===== config.mk =====
export PLATFORM = sky130hd
export DESIGN_NAME = dmem_arbiter
export DESIGN_NICKNAME = d
export VERILOG_FILES = /design/src/rtl/dmem_arb_pkg.sv /design/src/rtl/rr_arbiter_2.sv /design/src/rtl/dmem_arbiter.sv
export SDC_FILE = /design/constraint.sdc
export NUM_CORES = 1
export LEC_CHECK = 0
export ABC_AREA = 1
export CORE_MARGIN = 4
export CORE_UTILIZATION = 40
export CTS_BUF_LIST = sky130_fd_sc_hd__clkbuf_2 sky130_fd_sc_hd__clkbuf_4 sky130_fd_sc_hd__clkbuf_8
export DETAILED_ROUTE_END_ITERATION = 8
export GPL_ROUTABILITY_DRIVEN = 0
export PLACE_DENSITY = 0.8
export SLEW_MARGIN = 20
export SYNTH_ARGS = -nofsm -noshare
export SYNTH_HDL_FRONTEND = slang
export SYNTH_SLANG_ARGS = --single-unit

===== constraint.sdc =====
create_clock -name clk -period 13.5 [get_ports clk]
set_input_delay 2.025 -clock clk [delete_from_list [all_inputs] [get_ports clk]]
set_output_delay 2.025 -clock clk [all_outputs]
set_load 0.01 [all_outputs]

===== src/rtl/dmem_arb_pkg.sv =====
`default_nettype none
// ============================================================================
// Module      : dmem_arb_pkg
// Description : Shared types and constants for the data-memory arbiter:
//               FSM state encoding, default depth, statistics counter width
//               and a saturating increment helper.
// Revision    : 1.0 - initial release
// ============================================================================
package dmem_arb_pkg;

   typedef enum logic [2:0] {
      IDLE  = 3'd0,
      ISSUE = 3'd1,
      WAIT  = 3'd2,
      ACK   = 3'd3,
      ERR   = 3'd4
   } state_t;

   localparam int DEFAULT_DEPTH = 1024;
   localparam int STAT_W        = 16;

   // Counter increment that sticks at all-ones instead of wrapping.
   function automatic logic [STAT_W-1:0] sat_inc(input logic [STAT_W-1:0] v);
      return (&v) ? v : v + 1'b1;
   endfunction

endpackage
`default_nettype wire


===== src/rtl/rr_arbiter_2.sv =====
`default_nettype none
// ============================================================================
// Module      : rr_arbiter_2
// Description : Two-way round-robin arbiter. Produces a one-hot grant from
//               the request pair and remembers which port was granted last;
//               the pointer only moves when grant_en accepts a grant.
//               Out of reset port 0 is favoured.
// Revision    : 1.0 - initial release
// ============================================================================
module rr_arbiter_2
   import dmem_arb_pkg::*;
(
   input  logic       clk,
   input  logic       reset,
   input  logic [1:0] req,
   input  logic       grant_en,
   output logic [1:0] gnt
);

   // last_q = 1 means port 1 was granted last, so port 0 wins a tie.
   logic last_q;
   logic last_d;

   // One-hot grant: a lone requester wins, a tie goes to the port not granted last.
   always_comb begin
      gnt = 2'b00;
      case (req)
         2'b01:   gnt = 2'b01;
         2'b10:   gnt = 2'b10;
         2'b11:   gnt = last_q ? 2'b01 : 2'b10;
         default: gnt = 2'b00;
      endcase
   end

   // Pointer follows every accepted grant, including error grants.
   always_comb begin
      last_d = last_q;
      if (grant_en && (|req)) begin
         last_d = gnt[1];
      end
   end

   // Pointer register; reset leaves port 0 favoured.
   always_ff @(posedge clk or posedge reset) begin
      if (reset) begin
         last_q <= 1'b1;
      end else begin
         last_q <= last_d;
      end
   end

endmodule
`default_nettype wire


===== src/rtl/dmem_arbiter.sv =====
`default_nettype none
// ============================================================================
// Module      : dmem_arbiter
// Description : Shares a single-port registered-output data memory between
//               requester 0 (CPU) and requester 1 (DMA/debug). One
//               transaction in flight, round-robin on ties, error ack for
//               word addresses >= DEPTH without touching the memory.
//               All outputs are registered.
//               Optional build macro DMEM_ARB_STATS_EN adds saturating
//               grant and conflict counters on stat_* ports.
// Revision    : 1.0 - initial release
// ============================================================================
module dmem_arbiter
   import dmem_arb_pkg::*;
#(
   parameter int DEPTH  = DEFAULT_DEPTH,
   parameter int ADDR_W = 32,
   parameter int DATA_W = 32
) (
   input  logic              clk,
   input  logic              reset,
   input  logic              r0_req,
   input  logic              r0_we,
   input  logic [ADDR_W-1:0] r0_addr,
   input  logic [DATA_W-1:0] r0_wdata,
   output logic              r0_ack,
   output logic              r0_err,
   output logic [DATA_W-1:0] r0_rdata,
   input  logic              r1_req,
   input  logic              r1_we,
   input  logic [ADDR_W-1:0] r1_addr,
   input  logic [DATA_W-1:0] r1_wdata,
   output logic              r1_ack,
   output logic              r1_err,
   output logic [DATA_W-1:0] r1_rdata,
   output logic              mem_read,
   output logic              mem_write,
   output logic [ADDR_W-1:0] mem_addr,
   output logic [DATA_W-1:0] mem_wdata,
   input  logic [DATA_W-1:0] mem_rdata
`ifdef DMEM_ARB_STATS_EN
   ,
   output logic [STAT_W-1:0] stat_grant0,
   output logic [STAT_W-1:0] stat_grant1,
   output logic [STAT_W-1:0] stat_conflict
`endif
);

   // Full address compared, so stray upper bits are reported as errors.
   localparam logic [ADDR_W-1:0] ADDR_LIMIT = ADDR_W'(DEPTH);

   state_t            state_q, state_d;
   logic              win_q, win_d;        // port owning the transaction
   logic              we_q, we_d;          // latched direction
   logic              mem_read_q, mem_read_d;
   logic              mem_write_q, mem_write_d;
   logic [ADDR_W-1:0] mem_addr_q, mem_addr_d;
   logic [DATA_W-1:0] mem_wdata_q, mem_wdata_d;
   logic [1:0]        ack_q, ack_d;
   logic [1:0]        err_q, err_d;
   logic [DATA_W-1:0] rdata_q [2];
   logic [DATA_W-1:0] rdata_d [2];

   logic [1:0]        req;
   logic [1:0]        gnt;
   logic              grant_en;
   logic              sel_we;
   logic [ADDR_W-1:0] sel_addr;
   logic [DATA_W-1:0] sel_wdata;

   assign req = {r1_req, r0_req};

   rr_arbiter_2 u_rr (
      .clk      (clk),
      .reset    (reset),
      .req      (req),
      .grant_en (grant_en),
      .gnt      (gnt)
   );

   // Command of whichever port the arbiter picks this cycle.
   always_comb begin
      sel_we    = gnt[1] ? r1_we    : r0_we;
      sel_addr  = gnt[1] ? r1_addr  : r0_addr;
      sel_wdata = gnt[1] ? r1_wdata : r0_wdata;
   end

   // Next-state and next-output logic; strobes and acks default low so each is a single-cycle pulse.
   always_comb begin
      state_d     = state_q;
      win_d       = win_q;
      we_d        = we_q;
      mem_read_d  = 1'b0;
      mem_write_d = 1'b0;
      mem_addr_d  = mem_addr_q;
      mem_wdata_d = mem_wdata_q;
      ack_d       = 2'b00;
      err_d       = 2'b00;
      rdata_d[0]  = rdata_q[0];
      rdata_d[1]  = rdata_q[1];
      grant_en    = 1'b0;

      case (state_q)
         IDLE: begin
            if (|req) begin
               grant_en = 1'b1;
               win_d    = gnt[1];
               we_d     = sel_we;
               if (sel_addr >= ADDR_LIMIT) begin
                  // Rejected: acknowledge with error next cycle, memory untouched.
                  state_d       = ERR;
                  ack_d[gnt[1]] = 1'b1;
                  err_d[gnt[1]] = 1'b1;
               end else begin
                  state_d     = ISSUE;
                  mem_read_d  = ~sel_we;
                  mem_write_d = sel_we;
                  mem_addr_d  = sel_addr;
                  mem_wdata_d = sel_wdata;
               end
            end
         end
         ISSUE: begin
            if (we_q) begin
               state_d       = ACK;
               ack_d[win_q]  = 1'b1;
            end else begin
               state_d = WAIT;
            end
         end
         WAIT: begin
            // Memory output is valid now, one cycle after the read strobe.
            rdata_d[win_q] = mem_rdata;
            ack_d[win_q]   = 1'b1;
            state_d        = ACK;
         end
         ACK: begin
            state_d = IDLE;
         end
         ERR: begin
            state_d = IDLE;
         end
         default: begin
            state_d = IDLE;
         end
      endcase
   end

   // State and registered outputs; async reset abandons any in-flight op.
   always_ff @(posedge clk or posedge reset) begin
      if (reset) begin
         state_q     <= IDLE;
         win_q       <= 1'b0;
         we_q        <= 1'b0;
         mem_read_q  <= 1'b0;
         mem_write_q <= 1'b0;
         mem_addr_q  <= '0;
         mem_wdata_q <= '0;
         ack_q       <= 2'b00;
         err_q       <= 2'b00;
         rdata_q[0]  <= '0;
         rdata_q[1]  <= '0;
      end else begin
         state_q     <= state_d;
         win_q       <= win_d;
         we_q        <= we_d;
         mem_read_q  <= mem_read_d;
         mem_write_q <= mem_write_d;
         mem_addr_q  <= mem_addr_d;
         mem_wdata_q <= mem_wdata_d;
         ack_q       <= ack_d;
         err_q       <= err_d;
         rdata_q[0]  <= rdata_d[0];
         rdata_q[1]  <= rdata_d[1];
      end
   end

   assign mem_read  = mem_read_q;
   assign mem_write = mem_write_q;
   assign mem_addr  = mem_addr_q;
   assign mem_wdata = mem_wdata_q;
   assign r0_ack    = ack_q[0];
   assign r1_ack    = ack_q[1];
   assign r0_err    = err_q[0];
   assign r1_err    = err_q[1];
   assign r0_rdata  = rdata_q[0];
   assign r1_rdata  = rdata_q[1];

`ifdef DMEM_ARB_STATS_EN
   logic [STAT_W-1:0] grant0_q, grant0_d;
   logic [STAT_W-1:0] grant1_q, grant1_d;
   logic [STAT_W-1:0] conflict_q, conflict_d;

   // Count accepted grants per port and idle cycles where both ports contend.
   always_comb begin
      grant0_d   = grant0_q;
      grant1_d   = grant1_q;
      conflict_d = conflict_q;
      if (grant_en && gnt[0]) begin
         grant0_d = sat_inc(grant0_q);
      end
      if (grant_en && gnt[1]) begin
         grant1_d = sat_inc(grant1_q);
      end
      if ((state_q == IDLE) && (&req)) begin
         conflict_d = sat_inc(conflict_q);
      end
   end

   // Statistics registers, cleared by reset.
   always_ff @(posedge clk or posedge reset) begin
      if (reset) begin
         grant0_q   <= '0;
         grant1_q   <= '0;
         conflict_q <= '0;
      end else begin
         grant0_q   <= grant0_d;
         grant1_q   <= grant1_d;
         conflict_q <= conflict_d;
      end
   end

   assign stat_grant0   = grant0_q;
   assign stat_grant1   = grant1_q;
   assign stat_conflict = conflict_q;
`endif

endmodule
`default_nettype wire


-- Word level (Yosys, flattened, before mapping)
Index checks and enable logic that the tools add are counted.
- div/mod/pow operators: 0
- muxes and demuxes: 29
- $mul: 0
- equality and inequality tests: 6
- reductions and logical operators: 8
- magnitude comparators: 7
- bitwise logic cells: 3
- shift-type cells: 0
- add/subtract/negate cells: 0
- operators by type and width (operator ; count):
    $mux W32 ; 3
    $bwmux W64 ; 1
    $demux W32 S1 ; 1
    $ge A32 B11 Y1 const B ; 1
    $mux W1 ; 12
    $pmux W2 S3 ; 2
    $mux W2 ; 5
    $pmux W3 S3 ; 1
    $mux W3 ; 2
    $eq A2 B2 Y1 const B ; 2
    $logic_and A1 B1 Y1 ; 4
    $lt A1 B2 Y1 const B ; 2
    $eq A3 B1 Y1 const B ; 1
    $eq A3 B2 Y1 const B ; 1
    $logic_not A3 Y1 ; 1
    $reduce_and A3 Y1 ; 1
    $demux W1 S1 ; 2
    $eq A2 B1 Y1 const B ; 1
    $ge A1 B1 Y1 const B ; 2
    $ge A2 B2 Y1 const B ; 1
    $lt A2 B1 Y1 const B ; 1
    $ne A2 B2 Y1 const B ; 1
    $not A1 Y1 ; 2
    $not A1 Y2 ; 1
    2 further kinds ; 2
- input port bits: 166
- output and inout bits: 134
- memory bits (writable): 0
- logic and storage cells: 65
- bits in registers: 140
- ROM bits: 0
- latch bits: 0
- memories kept: 0

-- Logic depth before layout (Yosys ltp)
Gate-level depths: netlist of the first run.
- depth in word-level cells: 9
- depth in mapped cells: 14
- gate-level depth less buffers: 12

-- Hierarchy
From an unflattened synthesis of the first run, not the netlist that was laid out.
- cells, all modules: 690
- area, all modules: 6223.5 µm²
- by module, submodules not included (module ; times used ; area an instance (µm²) ; sequential area each (µm²) ; cells an instance):
    dmem_arbiter ; 1 ; 6153.4 ; 3478.3 ; 680
    rr_arbiter_2 ; 1 ; 70.1 ; 26.3 ; 10

-- Least setup slack after synthesis of the first run
Ideal clock, no wire load.
- kind: input to register
- from: input r0_req
- to: register mem_addr_q[0], in the netlist mem_addr[0]
- required time: 13381 ps
- buffers on the path: 3
- stages: 13
- path slack: 10073 ps
- arrival time: 3309 ps
- setup time: 119 ps
- cells stage by stage: nand2_4 -> nand2_4 -> buf_4 -> nand2_1 -> nand2_1 -> nor2_1 -> nand3_1 -> nor2_1 -> nand4_1 -> buf_2 -> buf_6 -> nand2_1 -> nand2_1
- cells in the longest elaborated chain, start to end: 6
- elaborated cells between the ends (all ways): 9
- those cells by class: order compare (1); eq/ne (3); mux (2); bitwise (1); reduce/logical (2)
- ends and longest elaborated chain (what ; RTL line ; source):
    start, declared ; dmem_arbiter.sv:22 ; input logic r0_req,
    $eq A2 B2 Y1 or $eq A2 B1 Y1 (tied branches) ; rr_arbiter_2.sv:27 ; case (req)
    $pmux W2 S3 ; rr_arbiter_2.sv:27 ;
    $mux W32 ; dmem_arbiter.sv:84 ; sel_addr = gnt[1] ? r1_addr : r0_addr;
    $ge A32 B11 Y1 ; dmem_arbiter.sv:109 ; if (sel_addr >= ADDR_LIMIT) begin
    $not A1 Y1 (no source line) ; n/a ;
    $reduce_and A3 Y1 (no source line) ; n/a ;
    end signal, assigned ; dmem_arbiter.sv:169 ; mem_addr_q <= mem_addr_d;
    end, declared ; dmem_arbiter.sv:57 ; logic [ADDR_W-1:0] mem_addr_q, mem_addr_d;
Parallel ways exist; a longest one is shown, timed or not.
A chain may end at the register's enable or synchronous reset.

-- Worst setup path in the final report of the first run
- from: input r1_req
- to: register mem_addr_q[1], in the netlist mem_addr[1]
- cells in the longest elaborated chain, start to end: 6
- elaborated cells between the ends (all ways): 9
- those cells by class: order compare (1); eq/ne (3); mux (2); bitwise (1); reduce/logical (2)
- ends and longest elaborated chain (what ; RTL line ; source):
    start, declared ; dmem_arbiter.sv:29 ; input logic r1_req,
    $eq A2 B2 Y1 or $eq A2 B1 Y1 (tied branches) ; rr_arbiter_2.sv:27 ;
    $pmux W2 S3 ; rr_arbiter_2.sv:27 ;
    $mux W32 ; dmem_arbiter.sv:84 ;
    $ge A32 B11 Y1 ; dmem_arbiter.sv:109 ;
    $not A1 Y1 (no source line) ; n/a ;
    $reduce_and A3 Y1 (no source line) ; n/a ;
Parallel ways exist; a longest one is shown, timed or not.

==> results of run 1 <==
metal layers:
| layer | routed length (um) | global-route usage, % | share of wire, % |
|---|---|---|---|
| met3 | 1864 | 7.727 | 10 |
| met2 | 9146 | 34.71 | 49 |
| met4 | 364 | 6.159 | 1.9 |
| met5 | 0 | 0 | 0 |
| met1 | 7335 | 23.85 | 39 |
placed cells by master, fill, tap and decap left out, drive strengths merged:
master,instances
a21oi,1
buf,6
bufinv,2
clkbuf,21
clkdlybuf4s50,299
clkinv,3
clkinvlp,3
dfrtp,139
dfstp,1
inv,53
mux2,64
nand2,319
nand3,14
nand3b,7
nand4,43
nor2,28
nor3,1
nor3b,1
o21ai,10
o22ai,1
cell families after synthesis:
| group | after synthesis |
|---|---|
| compound gates | 12 |
| flops | 140 |
| mux | 64 |
| buf+inv | 91 |
| simple gates | 413 |
critical path, stage by stage:
cell	delay, ns
clkdlybuf4s50_1	0.79
nand2_4	0.79
inv_2	0.56
nand2_1	0.17
nand2_1	0.07
nor2_1	0.17
nand2_1	0.08
nor2_1	0.13
nand4_1	0.44
buf_4	0.49
nand2_1	0.14
nand2_1	0.06
state kept, by name (all words and copies together), names as in the netlist:
name,flops
mem_write,1
err_q,2
win_q,1
r0_rdata,32
mem_addr,32
r1_rdata,32
u_rr.last_q,1
we_q,1
mem_wdata,32
mem_read,1
ack_q,2
state_q,3
cell type report:
| type | count | area, um^2 | share of cell area, % |
|---|---|---|---|
| repair buffers | 305 | 3038 | 30.54 |
| multi-input cells | 489 | 2527 | 25.41 |
| flip-flops and latches | 140 | 3505 | 35.23 |
| clock buffers | 21 | 282.8 | 2.843 |
| clock inverters | 11 | 131.4 | 1.321 |
| well taps | 216 | 270.3 | 2.717 |
| inverters | 50 | 192.7 | 1.937 |
metrics by stage:
stage / instances / util, % / instance area, um^2 / hold slack [ns] / power (mW)
2_1_floorplan: 720 / - / 6467 / 0.4581 / 0.8471
3_3_place_gp: 1200 / 60.01 / 9533 / 0.4512 / 1.137
3_5_place_dp: 1200 / 60.01 / 9533 / 0.4536 / 1.157
4_1_cts: 1232 / 62.62 / 9947 / 0.4731 / 1.505
5_1_grt: 1232 / 62.62 / 9947 / 0.4973 / 1.576
6_report: 1232 / 62.62 / 9947 / 0.4693 / 1.485
power breakdown:
group	internal (mW)	total [mW]	switching [mW]	leakage, nW
combinational	0.313	0.564	0.251	2.84
clock	0.184	0.344	0.160	0.203
sequential	0.524	0.578	0.0535	1.87
how the worst min path moves through the flow:
stage | cells past startpoint | endpoint | slack (ns) | startpoint
after floorplan | 1 | ack_q[0] | 0.46 | win_q
after global placement | 2 | mem_addr[23] | 0.45 | mem_addr[23]
after detailed placement | 2 | mem_addr[28] | 0.45 | mem_addr[28]
after CTS | 2 | mem_addr[28] | 0.47 | mem_addr[28]
after global routing | 2 | mem_addr[30] | 0.50 | mem_addr[30]
final | 2 | mem_addr[25] | 0.47 | mem_addr[25]
==> impl.org, run 1 <==
** Setup path
- Data arrival, critical path :: between 6 and 7 ns
- By startpoint and endpoint, the worst setup path is classified as in -> reg.
- The critical path ends at mem_addr[1].
- In this run the register-to-register setup slack is ~9.7 ns.
- The worst setup path is launched from a primary input.
- At the worst endpoint, the required time is 13.82 ns.
- In this run the critical register-to-register path is launched from u_rr.last_q.
- Worst setup path startpoint :: r1_req
- The worst register-to-register path ends at mem_addr[1].
- Worst Path Max Fanout :: a little over 80
- Kind of capture point of the worst setup path :: flip-flop
- For the worst flop-to-flop path, the logic depth is 12.

** STA
- Share of the clock period used by the worst path :: a little over two fifths
- Unrepaired setup endpoints after global routing :: no
- Slew at the pin closest to its max-slew limit :: 1.024 ns
- The final number of max-transition violations came to 0.
- Time the final worst path needs with I/O delays and setup :: between 5 and 6 ns
- The number of hold violations in the final report came to 0.
- Derived from the worst setup path, the maximum achievable clock frequency is ~180 MHz.
- PnR worst setup slack :: roughly 8 ns
- After routing, the total negative slack on setup checks comes to 0 ns.
- Number of failing setup endpoints in the final timing report :: 0
- On the final layout, the worst clock skew is about 0.0078 ns.
- Measured against its own limit, the worst slew margin works out to 31.58%.

** Routing
- Vias per std cell :: ~4.7
- Detailed routing inserted a total of about 5800 vias.
- The detail route stage leaves a number of antenna-violating nets equal to 0.
- After detailed routing, the total wire length is 18710 um.
- Routed WL per cell :: approximately 15 um
- In the routed design, unresolved DRC markers number 0.
- The detailed router finished its first iteration with 185 violations.
- Router iterations before antenna repair :: 4

** Logic synthesis
- Adder and majority cell fraction of the synthesized area :: 0%
- Asr flop ratio synth :: 100.0%
- Instance count of the mapped netlist :: a little over 700
- After synthesis, the netlist uses 24 different library cells.
- The biggest area contributor in the post-synthesis netlist is dfrtp_1.
- After synthesis, the most frequently instantiated cells are 317 x nand2_1, 139 x dfrtp_1, 64 x mux2_2.
- Post-Synth XOR/XNOR Area :: 0%
- In this run the cell area of the synthesized design comes to between 0.006 and 0.007 mm^2.
- By area, the combinational part of the netlist is dominated by simple AND/OR/NAND/NOR gates.
- In the post-synthesis netlist, the cell with the most instances is nand2_1.
- Post-synth net total :: about 890
- In this run, synthesis inferred 0 flip-flops with an integrated enable.
- Synthesis inferred 140 register bits.
- Summing the areas of all compound-gate instances in the mapped netlist gives 0.9480% of the synthesized area.
- Top FF cell, synth :: dfrtp_1
- Syn Area/Cell :: around 9 um^2
- Proportion of synthesized chip area in sequential cells :: a little over half
- By area the synthesized netlist is led by dfrtp_1 54%, nand2_1 18%, mux2_2 11%.
- Yosys warns :: 0
- Synth Area in Simple Gates :: a little over a quarter
- Share of the synthesized area in the top cell type :: a little over half
- Share of cell area taken by muxes after synthesis :: about 11%

** Global route
- Entering global routing, the biggest net connects 82 pins.
- The number of antenna violations at the first check in global routing was 0.
- Global routing finished with a remaining overflow of 0.
- Across every metal layer, demand over resource in global routing totals around a fifth.
- Global-route wire length before repair :: 29330 um
- Vias in the first global route :: a little under 6000

** Clock tree
- TritonCTS created 17 clock buffers.
- TritonCTS clock tree :: built
- The clock passes through at most 2 buffers.
- Worst-Skew Late Latency :: 0.42 ns
- Buffers added to address setup during post-CTS repair amount to 0.
- Number of gates given a new drive strength after cts :: 0
- Hold buffer count at CTS :: 0
- The H-tree was split into 4 levels.
- In this run the clock root is driven by a clkbuf_8.
- The clock drives 140 sinks.
- Clk slew on worst S/H paths :: around 0.08 ns

** Final layout
- The area growth from synthesis to layout is 53.80%.
- Cells with a size suffix above 1 make up between 10% and 20% of the layout.
- Total number of nets in the final design :: 1169
- Fill cell instance count of the final layout :: approximately 1400
- 0 antenna diodes ended up in the layout.

** Placement
- Once detailed placement completed, the half-perimeter wirelength came to 13860 um.
- Number of input and output port buffers inserted :: about 300
- Dpl ws :: 7.377 ns

** Floorplanning
- Die H :: 135.2 um
- 300 I/O pins were placed.
- The floorplan has 46 rows.
- The die covers about 0.018 mm^2.
- The initial utilization of the core area, before any placement, comes to between 40% and 50%.
- The die is between 100 and 150 um wide.
- Standard cell core area :: 0.01589 mm^2

** Worst hold path
- The worst hold path belongs to the class reg -> reg.

** Run status
- The run finished with clean final reports.

** Pwr
- PwrDens :: roughly 150 mW/mm^2
- Worst VDD drop :: between 0.08 and 0.09 mV
- Summed over all cells, the static leakage comes to between 4 and 5 nW.

** Job
- The tool flagged a number of max-cap violations equal to 0.
Note: power is estimated with default switching activity, not from simulation.
==> run 2, diff against run 1 <==
- CORE_UTILIZATION: 40 -> 39
- PLACE_DENSITY: 0.8 -> 0.81
- clock period: 13.5 -> 4.8 ns (I/O delays scaled with it)
==> impl.org, run 2 (synthesis gave the netlist of run 1 again) <==
** Run status
- Result of the run: finished, final reports clean (unchanged).

** Setup path
- The maximum fanout along the worst path came to 48 (was 81).
- Worst EP required :: 5.15 ns (was 13.82 ns)
- Crit Path Category :: in -> reg (unchanged)
- Register-to-register setup slack :: 1.95 ns (was 9.69 ns)
- The timing startpoint of the critical path is r0_req (was r1_req).
- Startpoint kind of the worst setup timing path :: primary input (unchanged)
- The worst-case reg-to-reg path depth came to 11 (was 12).
- Crit Reg-Reg Endpoint :: state_q[0] (was mem_addr[1])
- Launching point of the worst reg2reg path :: u_rr.last_q (unchanged)
- Kind of capture point of the worst setup path :: flip-flop (unchanged)
- The arrival time at the worst endpoint is 3.44 ns (was 6.01 ns).

** STA
- The worst hold slack came to 0.4671 ns (was 0.4693 ns).
- Unrepaired setup endpoints after global routing :: no (unchanged)
- The final-layout setup total negative slack came to 0 ns (unchanged).
- For this run, the top clock speed supported by timing is roughly 320 MHz.
- Final count of hold timing violations :: 0 (unchanged)
- The final-report setup violation count is 0 (unchanged).
- The final number of max-transition violations is 0 (unchanged).
- The actual slew at the worst max-slew pin was 0.9215 ns (was 1.024 ns).
- The routed design could run at a clock period as short as between 3 and 4 ns.
- Clk_skew :: 0.01912 ns (was 0.007760 ns)
- The worst max-slew margin expressed relative to the limit was 38.37% (was 31.58%).
- PnR worst setup slack :: 1.708 ns (was 7.808 ns)
- After layout, the worst path uses between 60% and 70% of the clock period.

** Global route
- Remaining Overflow, GRT :: 0 (unchanged)
- Global-route wire length before repair :: 28700 um (was 29330 um)
- Overall track demand over capacity in global routing :: 19.82% (was 20.32%)
- Vias in the first global route :: 5764 (was 5807)
- The maximum number of pins on one net before global-route repair came to 119 (was 82).
- Number of antenna violations at the first check in global routing :: 0 (unchanged)

** Routing
- Remaining antenna violation count :: 0 (unchanged)
- Vias per std cell :: 4.680 (was 4.735)
- Detailed router's first-iteration violation count :: 125 (was 185)
- Routed WL per cell :: 15.23 um (was 15.19 um)
- The sum of routed wire length over all layers came to 18830 um (was 18710 um).
- Router iterations before antenna repair :: 4 (unchanged)
- The number of vias after detailed routing is 5784 (was 5834).
- The DRC violations left came to 0 (unchanged).

** Final layout
- The fraction of layout cells with a size suffix above 1 is 12.45% (was 12.11%).
- Most frequent cells in the layout: 317 x nand2_1, 299 x clkdlybuf4s50_1, 139 x dfrtp_1 (unchanged).
- Total number of nets in the final design :: 1174 (was 1169)
- The most common cell after layout, fill and taps aside is nand2_1 (unchanged).
- Diodes inserted :: 0 (unchanged)
- The growth of design area from synthesis to finish was 54.11% (was 53.80%).

** Pwr
- Fraction of power spent switching nets :: 31.89% (was 31.30%)
- Clock share of power :: 22.8% (was 23.1%)
- Worst VDD drop :: 0.2181 mV (was 0.08172 mV)
- Sequential cell fraction of total power :: 39.1% (was 38.9%)
- The reported net switching power is 1.330 mW (was 465.0 uW).
- PwrDens :: 418.3 mW/mm^2 (was 149.3 mW/mm^2)
- P_int :: 2.840 mW (was 1.020 mW)
- The cell leakage power came to 4.928 nW (was 4.916 nW).
- The combinational cell fraction of total power is 38.1% (was 38.0%).

** Worst hold path
- Hold path cells :: 2 (unchanged)
- The source of the worst hold timing path was mem_addr[28] (was mem_addr[25]).
- The type of the tightest min-delay check was reg -> reg (unchanged).
- The endpoint with the worst hold slack is mem_addr[28] (was mem_addr[25]).

** Clock tree
- Clk slew on worst S/H paths :: 0.07 ns (was 0.08 ns)
- Max Root-Sink Buffers :: 2 (unchanged)
- TritonCTS clock tree :: built (unchanged)
- Postcts setup bufs :: 0 (unchanged)
- Hold buffer count at CTS :: 0 (unchanged)
- The number of H-tree branching levels came to 4 (unchanged).
- The clock sink count was 140 (unchanged).
- The clock latency on the worst-skew pair came to 0.44 ns (was 0.42 ns).
- The total of cells resized after clock tree synthesis came to 0 (unchanged).
- Total clock buffers created by CTS :: 17 (unchanged)
- The master cell of the clock root buffer is clkbuf_8 (unchanged).

** Placement
- The setup slack at placement was 1.228 ns (was 7.377 ns).
- Post-detail-place hpwl :: 13930 um (was 13860 um)
- Number of input and output port buffers inserted :: 299 (unchanged)

** Job
- The number of max-cap violations was 0 (unchanged).

** Floorplanning
- The starting utilization of the core area is 40.28% (was 40.71%).
- Die Span X :: 136.8 um (was 135.2 um)
- The area inside the core boundary was 0.01606 mm^2 (was 0.01589 mm^2).
- The placement row count came to 46 (unchanged).
- The die outline height came to 136.8 um (was 135.2 um).
- The top-level port count came to 300 (unchanged).
- Die footprint :: 0.01871 mm^2 (was 0.01827 mm^2)
run 2: cell count changes in the layout (fill, tap and decap cells not counted):
| cell | previous run | this run |
|---|---|---|
| clkbuf_8 | 20 | 18 |
| buf_4 | 6 | 11 |
| clkinv_4 | 1 | 2 |
| clkinvlp_4 | 3 | 4 |
| inv_8 | 0 | 1 |
| inv_6 | 5 | 3 |
run 2: how the worst max path moves through the flow:
stage,to,slack [ns],cells past startpoint
floorplan,ack_q[0],0.33,1
global placement,state_q[0],1.32,12
detailed placement,mem_addr[5],1.23,12
CTS,state_q[0],1.70,12
global route,state_q[0],1.38,12
finish,state_q[0],1.71,12
run 2: power by group through the flow:
stage | registers [mW] | logic (mW) | clock network [mW]
after global routing | 1.67 | 1.73 | 1.03
after global placement | 1.65 | 1.58 | 0
final | 1.63 | 1.59 | 0.949
after CTS | 1.63 | 1.62 | 0.972
after floorplan | 1.77 | 0.617 | 0
after detailed placement | 1.66 | 1.61 | 0
run 2: layout make-up:
type                    instances  area (um^2)
inverters                      50        195.2
well taps                     216        270.3
multi-input cells             489         2527
repair buffers                310         3075
clock inverters                12        138.9
fillers                      1355         6091
clock buffers                  19        255.2
flip-flops and latches        140         3505
run 2: critical path: stages:
cell and delay [ns]:
clkdlybuf4s50_1 0.52, nand2_4 0.15, nand2_4 0.40, inv_2 0.25
nand2_1 0.11, nand2_1 0.05, nor2_1 0.14, nand3_1 0.14
nor2_4 0.46, buf_4 0.29, nand2_1 0.07, a21oi_1 0.12
run 2: per-layer routing:
metal | global-route usage [%] | vias up | routed length, um
met3 | 7.794 | 24 | 2057
met5 | 0 | - | 0
met2 | 35.27 | 234 | 9431
met4 | 7.428 | 0 | 384
li1 | - | 2864 | -
met1 | 21.20 | 2662 | 6951
run 2: per-stage QoR:
stage | instances | utilization, % | cell area [um^2] | power (mW)
after global placement | 1205 | 59.60 | 9570 | 3.229
after detailed placement | 1205 | 59.60 | 9570 | 3.269
final | 1236 | 62.07 | 9967 | 4.169
after global routing | 1236 | 62.07 | 9967 | 4.422
after floorplan | 720 | - | 6467 | 2.383
after CTS | 1236 | 62.05 | 9965 | 4.223
